[src/rtl/frame_buf_ctrl.sv]
// Frame-aware circular buffer controller around a dual-port RAM.
// Commits clean frames, rolls back errored ones, streams frames out whole.
module frame_buf_ctrl #(
  parameter int WIDTH      = 8,
  parameter int WORDS      = 1024,
  parameter int ADDR_WIDTH = $clog2(WORDS),
  parameter int LEN_DEPTH  = 16,
  parameter int RD_LAT     = 2
) (
  input  logic                         iclk,
  input  logic                         irst,
  input  logic [WIDTH-1:0]             idata,
  input  logic                         ival,
  input  logic                         isop,
  input  logic                         ieop,
  input  logic                         ierr,
  output logic [WIDTH-1:0]             owr_data,
  output logic [ADDR_WIDTH-1:0]        owr_addr,
  output logic                         owr_ena,
  output logic [ADDR_WIDTH-1:0]        ord_addr,
  output logic                         ord_ena,
  input  logic [WIDTH-1:0]             iram_data,
  input  logic                         iram_val,
  input  logic                         istart,
  output logic                         oframe_avail,
  output logic [$clog2(LEN_DEPTH):0]   oframe_cnt,
  output logic [ADDR_WIDTH:0]          ofree,
  output logic [WIDTH-1:0]             odata,
  output logic                         oval,
  output logic                         osop,
  output logic                         oeop,
  output logic                         odrop
);

  localparam int PW = ADDR_WIDTH + 1;
  localparam int LA = $clog2(LEN_DEPTH);
  localparam int CW = LA + 1;

  typedef enum logic [1:0] {W_IDLE, W_FRAME, W_DROP} wstate_t;
  typedef enum logic {R_IDLE, R_READ} rstate_t;

  wstate_t ws, ws_n;
  rstate_t rs, rs_n;

  logic [PW-1:0] wr_ptr, wr_ptr_n;
  logic [PW-1:0] frm_start, frm_start_n;
  logic [PW-1:0] len, len_n;
  logic [PW-1:0] rd_ptr, rem;
  logic [PW-1:0] free, base, base_free, wr_at;
  logic          push, pop, drop, wr_en;
  logic          start, cont, absorb;
  logic          rd_en, sop_t, eop_t, first;

  logic [PW-1:0] len_mem [LEN_DEPTH];
  logic [CW-1:0] lf_wp, lf_rp, lf_cnt;
  logic          lf_full;

  logic [2:0]    tag_pipe [RD_LAT];
  logic [2:0]    tag;

  assign lf_cnt  = lf_wp - lf_rp;
  assign lf_full = lf_cnt == CW'(LEN_DEPTH);
  assign free    = PW'(WORDS) - (wr_ptr - rd_ptr);

  // A restart mid-frame reuses the aborted frame's start address
  assign base      = (ws == W_FRAME) ? frm_start : wr_ptr;
  assign base_free = PW'(WORDS) - (base - rd_ptr);

  assign start  = ival & isop & (ws != W_DROP);
  assign cont   = ival & ~isop & (ws == W_FRAME);
  assign absorb = ival & (ws == W_DROP);

  always_comb begin
    ws_n        = ws;
    wr_ptr_n    = wr_ptr;
    frm_start_n = frm_start;
    len_n       = len;
    push        = 1'b0;
    drop        = 1'b0;
    wr_en       = 1'b0;
    wr_at       = wr_ptr;
    unique case (1'b1)
      start: begin
        drop        = (ws == W_FRAME);
        frm_start_n = base;
        len_n       = PW'(1);
        wr_ptr_n    = base;
        if (lf_full || base_free == '0) begin
          ws_n = W_DROP;
          if (ieop) begin
            drop = 1'b1;
            ws_n = W_IDLE;
          end
        end else begin
          wr_en    = 1'b1;
          wr_at    = base;
          wr_ptr_n = base + 1'b1;
          ws_n     = W_FRAME;
          if (ieop) begin
            ws_n = W_IDLE;
            if (ierr) begin
              drop     = 1'b1;
              wr_ptr_n = base;
            end else begin
              push = 1'b1;
            end
          end
        end
      end
      cont: begin
        if (free == '0) begin
          ws_n = W_DROP;
          if (ieop) begin
            drop     = 1'b1;
            wr_ptr_n = frm_start;
            ws_n     = W_IDLE;
          end
        end else begin
          wr_en    = 1'b1;
          wr_ptr_n = wr_ptr + 1'b1;
          len_n    = len + 1'b1;
          if (ieop) begin
            ws_n = W_IDLE;
            if (ierr) begin
              drop     = 1'b1;
              wr_ptr_n = frm_start;
            end else begin
              push = 1'b1;
            end
          end
        end
      end
      absorb: begin
        if (ieop) begin
          drop     = 1'b1;
          wr_ptr_n = frm_start;
          ws_n     = W_IDLE;
        end
      end
      default: ;
    endcase
  end

  always_comb begin
    rs_n  = rs;
    pop   = 1'b0;
    rd_en = 1'b0;
    sop_t = 1'b0;
    eop_t = 1'b0;
    unique case (rs)
      R_IDLE: begin
        if (istart && lf_cnt != '0) begin
          pop  = 1'b1;
          rs_n = R_READ;
        end
      end
      R_READ: begin
        rd_en = 1'b1;
        sop_t = first;
        eop_t = (rem == PW'(1));
        if (rem == PW'(1)) rs_n = R_IDLE;
      end
      default: rs_n = R_IDLE;
    endcase
  end

  always_ff @(posedge iclk) begin
    if (irst) begin
      ws        <= W_IDLE;
      rs        <= R_IDLE;
      wr_ptr    <= '0;
      frm_start <= '0;
      len       <= '0;
      rd_ptr    <= '0;
      rem       <= '0;
      first     <= 1'b0;
      lf_wp     <= '0;
      lf_rp     <= '0;
      odrop     <= 1'b0;
      for (int i = 0; i < RD_LAT; i++) tag_pipe[i] <= '0;
    end else begin
      ws        <= ws_n;
      rs        <= rs_n;
      wr_ptr    <= wr_ptr_n;
      frm_start <= frm_start_n;
      len       <= len_n;
      odrop     <= drop;
      if (push) lf_wp <= lf_wp + 1'b1;
      if (pop) begin
        lf_rp <= lf_rp + 1'b1;
        rem   <= len_mem[lf_rp[LA-1:0]];
        first <= 1'b1;
      end else if (rd_en) begin
        rem   <= rem - 1'b1;
        first <= 1'b0;
      end
      if (rd_en) rd_ptr <= rd_ptr + 1'b1;
      tag_pipe[0] <= {rd_en, sop_t, eop_t};
      for (int i = 1; i < RD_LAT; i++) tag_pipe[i] <= tag_pipe[i-1];
    end
  end

  always_ff @(posedge iclk) begin
    if (push) len_mem[lf_wp[LA-1:0]] <= len_n;
  end

  assign owr_data     = idata;
  assign owr_addr     = wr_at[ADDR_WIDTH-1:0];
  assign owr_ena      = wr_en;
  assign ord_addr     = rd_ptr[ADDR_WIDTH-1:0];
  assign ord_ena      = rd_en;
  assign oframe_avail = lf_cnt != '0;
  assign oframe_cnt   = lf_cnt;
  assign ofree        = free;

  // The tag valid bit masks stale RAM valids after reset
  assign tag   = tag_pipe[RD_LAT-1];
  assign odata = iram_data;
  assign oval  = iram_val & tag[2];
  assign osop  = oval & tag[1];
  assign oeop  = oval & tag[0];

endmodule

[config.mk]
export PLATFORM = sky130hd
export DESIGN_NAME = frame_buf_ctrl
export DESIGN_NICKNAME = d
export VERILOG_FILES = /design/src/rtl/frame_buf_ctrl.sv
export SDC_FILE = /design/constraint.sdc
export NUM_CORES = 1
export LEC_CHECK = 0
export ABC_AREA = 1
export CORE_MARGIN = 2
export CORE_UTILIZATION = 45
export CTS_BUF_LIST = sky130_fd_sc_hd__clkbuf_4
export DETAILED_ROUTE_END_ITERATION = 6
export PLACE_DENSITY = 0.64
export SLEW_MARGIN = 20
export SYNTH_ARGS = -nofsm -noshare
export SYNTH_HDL_FRONTEND = slang
export SYNTH_SLANG_ARGS = --single-unit
[constraint.sdc]
create_clock -name iclk -period 4.4 [get_ports iclk]
set_input_delay 0.88 -clock iclk [delete_from_list [all_inputs] [get_ports iclk]]
set_output_delay 0.88 -clock iclk [all_outputs]
set_load 0.05 [all_outputs]
Word-level counts from Yosys, hierarchy flattened
Memory sizes are Yosys's and may differ from the RTL's. A register that Yosys moved wholly into a read port is not among the register bits.
Cells that the tools add are included.
- mux-type cells: 56
- add/subtract/negate cells: 12
- reduce and logical (&&, ||, !) cells: 7
- bitwise operators: 12
- equality and inequality tests: 5
- operators by type and width (operator ; number):
    two-way mux 11 bit ; 11
    adder 11 x 1 -> 11 bit, second input constant ; 4
    case mux 11 bit (3 select lines) ; 1
    two-way mux 1 bit ; 28
    zero test 11 bit ; 2
    case mux 11 bit (2 select lines) ; 1
    subtractor 11 bit ; 2
    subtractor 11 bit, first input constant ; 2
    two-way mux 10 bit ; 2
    equality test 11 x 1 -> 1 bit, second input constant ; 1
    subtractor 11 x 1 -> 11 bit, second input constant ; 1
    adder 5 x 1 -> 5 bit, second input constant ; 2
    AND 1 bit ; 8
    two-way mux 2 bit ; 4
    two-way mux 4 bit ; 2
    two-way mux 3 bit ; 2
    case mux 1 bit (2 select lines) ; 3
    case mux 2 bit (3 select lines) ; 1
    equality test 5 bit, second input constant ; 1
    nonzero test 5 bit ; 1
    subtractor 5 bit ; 1
    case mux 1 bit (3 select lines) ; 1
    nonzero test 3 bit ; 1
    equality test 2 x 1 -> 1 bit, second input constant ; 1
    7 further kinds ; 9
- memories kept: 2
- word-level logic and storage cells: 105
- bits in writable memories: 182
- register bits: 70
- memories (name ; depth ; width ; rd ports ; clocked after Yosys merged registers in ; wr ports ; line ; text):
    len_mem ; 16 ; 11 ; 1 ; 1 ; 1 ; 54 ; logic [PW-1:0] len_mem [LEN_DEPTH];
    tag_pipe ; 2 ; 3 ; 2 ; 0 ; 2 ; 58 ; logic [2:0] tag_pipe [RD_LAT];

Longest topological paths before layout
- word-level depth: 10
- gate-level depth with buffers: 28
- gate-level depth less buffers: 27

Worst setup path before layout
Ideal clock, no wire load.
- kind: register to output
- from: register lf_wp[0]
- to: output owr_addr[0]
- slack: -0.423 ns
- required time: 3.520 ns
- arrival: 3.943 ns
- stages on the path, launching flop included: 12
- path buffers: 1
- cells stage by stage: dfxtp_1 -> inv_1 -> ha_1 -> fa_1 -> xnor2_1 -> nor3_1 -> nand3_2 -> inv_2 -> nor2_4 -> nand2_1 -> buf_2 -> o21ai_0
- word-level cells in the longest chain between the ends: 5
- RTL lines (what ; line ; text):
    start: declaration ; 55 ; logic [CW-1:0] lf_wp, lf_rp, lf_cnt;
    start signal: assignment ; 188 ; if (push) lf_wp <= lf_wp + 1'b1;
    subtractor 5 bit ; 61 ; assign lf_cnt = lf_wp - lf_rp;
    via oframe_cnt[2] ; 26 ; output logic [$clog2(LEN_DEPTH):0] oframe_cnt,
    equality test 5 bit ; 62 ; assign lf_full = lf_cnt == CW'(LEN_DEPTH);
    logical OR 1 bit ; 88 ; if (lf_full || base_free == '0) begin
    two-way mux 10 bit ; 88 ;
    two-way mux 10 bit ; 82 ; unique case (1'b1)
    end: declaration ; 18 ; output logic [ADDR_WIDTH-1:0] owr_addr,
The timed path passes the listed nets, and every way through them passes these cells.

Final worst setup path
- from: register ws[1]
- to: output owr_addr[6]
- word-level cells in the longest chain between the ends: 8
- RTL lines (what ; line ; text):
    start: declaration ; 42 ; wstate_t ws, ws_n;
    start signal: assignment ; 182 ; ws <= ws_n;
    equality test 2 x 1 -> 1 bit ; 66 ; assign base = (ws == W_FRAME) ? frm_start : wr_ptr;
    two-way mux 11 bit ; 66 ;
    subtractor 11 bit (2 in series) ; 67 ; assign base_free = PW'(WORDS) - (base - rd_ptr);
    zero test 11 bit ; 88 ;
    logical OR 1 bit ; 88 ;
    two-way mux 10 bit ; 88 ;
    two-way mux 10 bit (*) ; 82 ;
Every way passes the cells marked *; elsewhere a longest branch is shown, timed or not.

==> results.json <==
{
  "status": "finished with violations",
  "violations": "setup timing",
  "path_cells": "clkinv_8, nand2_8, nand2_4, nand2_4, nor2_4, inv_2, nand2_2, inv_2, ha_4, inv_2, fa_2, inv_2, nor4_4, nand4_1, nor2_4, nor2_4, nand2_4, buf_12, nand2_2, o21ai_4, buf_12",
  "grt_max_degree": 89,
  "cts_max_level": 3,
  "setup.worst_path.class": "flip-flop to output pin",
  "synth-compound-area-share_pct": 13.60,
  "cts.root.buffer_cell": "clkbuf_4",
  "wire_per_inst_um": 18.39,
  "pwr-share-comb_pct": 32.1,
  "max_stage_delay_ns": 0.52,
  "seq_area_frac_synth_pct": 49.46,
  "multiInputGateArea_mm2": 0.006495,
  "syn2layout_area_growth_pct": 20.66,
  "viasPerCell": 5.514,
  "holdPathEnd": "tag_pipe[0][4]",
  "ys_types": 53,
  "slew_viol_final": 0,
  "io_buffer_count": 50,
  "min_period_ns": 4.538,
  "sequentialPowerShare_pct": 37.6,
  "yosysWarningCount": 0,
  "dr.pass1.iters": 5,
  "ff2ff_path_depth": 23,
  "timing.rr.end": "len_mem[13][7]",
  "place_congestion": 0.9325,
  "skew_ns": 0.06725,
  "end_kind": "output pin",
  "synth_edf_count": 176,
  "finalSetupViolCount": 11,
  "p_sw_mw": 2.632,
  "drive_above_1_share_pct": 20.24,
  "clock-sinks": 256,
  "worstPathMaxFanout": 6,
  "totalWireLength_um": 40450,
  "register_area_mm2": 0.006899,
  "grt_use_total_pct": 24.26,
  "p_leak_nw": 6.870,
  "core.rowCount": 64,
  "initial_core_util_pct": 45.64,
  "final_common_cell": "nand2_1",
  "grt_pass1_vias": 11610,
  "yosys.area_share.simple_pct": 21.66,
  "final_antenna_net_count": 0,
  "hpwl_um": 26440,
  "async_flop_share_pct": 0,
  "final_util_pct": 55.07,
  "muxShareOfSynthArea_pct": 0.07188,
  "ys.flop_type": "edfxtp_1",
  "fmaxAchievable_ghz": 0.2204,
  "relSlewSlack_pct": 28.65,
  "grt_pass1_wl_um": 62330,
  "required_ns": 3.52,
  "cts_tree": "yes",
  "cts_buffers": 70,
  "synth_top_family_by_area": "simple AND/OR/NAND/NOR gates",
  "dr.first_iter.drc_count": 959,
  "switching_share_pct": 36.59,
  "antenna_found_initial": 1,
  "syn_nets": 1720,
  "worstMarginPinSlew_ns": 1.069,
  "crit_family": "simple AND/OR/NAND/NOR gates",
  "p_clk_share_pct": 30.2,
  "num-fill-cells": 2758,
  "final_nets": 1828,
  "crit_top_cell": "inv_2",
  "final_cell_mix": "269 x nand2_1, 209 x nor2_1, 176 x edfxtp_1",
  "post-route-period-util_pct": 103.1,
  "hold_viol_final": 0,
  "worst_slack_ns": -0.1382,
  "die_h_um": 179.9,
  "r2r_start": "ws[1]",
  "synth-seq-cells": 256,
  "avgSynthCellArea_um2": 8.455,
  "die_width_um": 179.9,
  "clk_pin_slew_ns": 0.08,
  "r2r_slack_ns": 0.74,
  "gr-total-overflow": 0,
  "power_mw": 7.193,
  "worst_path_max_delay_cell": "fa_2",
  "die_area_mm2": 0.03237,
  "p_int_mw": 4.561,
  "vias": 12130,
  "p_per_area_mw_per_mm2": 428.1,
  "core_area_mm2": 0.03051,
  "synthAdderAreaFrac_pct": 4.565,
  "ir_drop_v": 0.0002845,
  "clkLatencyLatePin_ns": 0.72,
  "hp-class": "flip-flop to flip-flop",
  "pin_count": 83,
  "holdPathStages": 2,
  "hp-start": "tag_pipe[0][1]",
  "synth_area_mm2": 0.01392,
  "clock_path_buffers": 3,
  "start_kind": "flip-flop",
  "maxCapViolCount": 0,
  "arrival_ns": 3.66,
  "syn_inst": 1647,
  "rsz0062_at_grt": "true",
  "drc": 0,
  "synth-xor-area-share_pct": 2.058,
  "cp_num_buf_inv": 7,
  "dp_slack_ns": 0.1420
}
flip-flops by register name, summed over array words and instances (netlist names), named ones only:
register,flops
first,1
frm_start,11
len,11
len_mem,176
lf_rp,5
lf_wp,5
odrop,1
rd_ptr,11
rem,11
rs,1
tag_pipe,6
wr_ptr,11
ws,2
final cells by class:
class                   instances  share of cell area [%]
diodes                          1                 0.01489
multi-input cells            1113                   38.66
well taps                     396                   2.949
inverters                     188                   4.290
clock buffers                  99                   4.424
clock inverters                21                  0.9309
repair buffers                126                   7.671
flip-flops and latches        256                   41.06
through the flow:
step / cells / area, um2 / hold WS, ns / setup TNS, ns
finish: 2200 / 16800 / 0.4033 / -1.402
CTS: 2184 / 16290 / 0.4039 / -1.357
floorplan: 1647 / 13930 / 0.3883 / 0
global placement: 2052 / 14960 / 0.3931 / 0
detailed placement: 2052 / 14960 / 0.3953 / 0
global route: 2200 / 16800 / 0.4374 / -3.088
worst max path at each step:
| stage | startpoint | to | slack (ns) | cells after the start |
|---|---|---|---|---|
| after floorplan | ws[0] | owr_addr[0] | 0.16 | 18 |
| after global placement | wr_ptr[1] | owr_ena | 0.24 | 14 |
| after detailed placement | ws[1] | owr_addr[4] | 0.14 | 21 |
| after CTS | ws[0] | owr_addr[7] | -0.14 | 21 |
| after global routing | ws[0] | owr_addr[4] | -0.30 | 19 |
| final | ws[1] | owr_addr[6] | -0.14 | 21 |
power by group through the flow:
stage | logic [mW] | clock network (mW) | registers, mW
3_5_place_dp | 2.07 | 0 | 2.75
4_1_cts | 2.18 | 2.22 | 2.70
2_1_floorplan | 1.48 | 0 | 2.73
5_1_grt | 2.51 | 2.35 | 2.71
3_3_place_gp | 2.04 | 0 | 2.75
6_report | 2.31 | 2.17 | 2.71
cell families after synthesis:
group,after synthesis
and+or+nand+nor,699
adders and majority gates,49
buffers and inverters,280
AOI/OAI and AO/OA,331
muxes,1
xor gates and xnor gates,31
DFF,256
worst register-to-register path: cells and delay by family, from the launching register on:
kind | cells | cell delay [ns]
xor+xnor | 1 | 0.28
buf+inv | 8 | 0.83
flops | 1 | 0.41
simple gates | 12 | 1.32
fa+ha+maj | 2 | 0.48
per-layer routing:
| metal | vias up | track usage, % | routed length, um |
|---|---|---|---|
| met5 | - | 0 | 0 |
| met4 | 0 | 10.41 | 1601 |
| met3 | 104 | 5.146 | 3124 |
| met2 | 484 | 39.22 | 18820 |
| met1 | 5739 | 31.55 | 16900 |
| li1 | 5804 | - | - |
cells in the mapped netlist (2+ instances only):
master    number  area [um2]
nand2_1      308        1156
nor2_1       219       822.0
edfxtp_1     176        5285
inv_1        175       656.9
o21ai_0      172       860.8
nand3_1       91       455.4
dfxtp_1       80        1602
a21oi_1       66       330.3
clkbuf_1      47       176.4
ha_1          46       575.6
o221ai_1      28       245.2
buf_4         26       195.2
xor2_1        24       210.2
nor3_1        21       105.1
nand4_1       18       112.6
o22ai_1       18       112.6
buf_2         12       60.06
nand2_2       12       75.07
o21ai_1       12       60.06
inv_2         11       41.29
o211ai_1       8       60.06
nand2_4        6       67.56
o21ai_2        6       52.55
nor2_2         5       31.28
xnor2_1        5       43.79
buf_6          4       45.04
nand3b_1       4       30.03
o21bai_1       4       30.03
a21oi_2        3       26.28
a31oi_1        3       18.77
fa_1           3       60.06
nor2_4         3       33.78
nor4_1         3       18.77
o21a_1         3       22.52
buf_1          2       7.510
clkinv_1       2       7.510
nand3_2        2       20.02
nand4_2        2       25.02
nor3_2         2       20.02
o31ai_1        2       15.01
repair_timing:
item	in CTS	in global routing
hold buffers	0	0
setup buffers	9	13
cloned	3	2
pin swaps	6	12
gates resized for setup	69	97
setup endpoints to repair	15	16
hold endpoints to repair	0	0
Note: power is estimated with default switching activity, not from simulation.
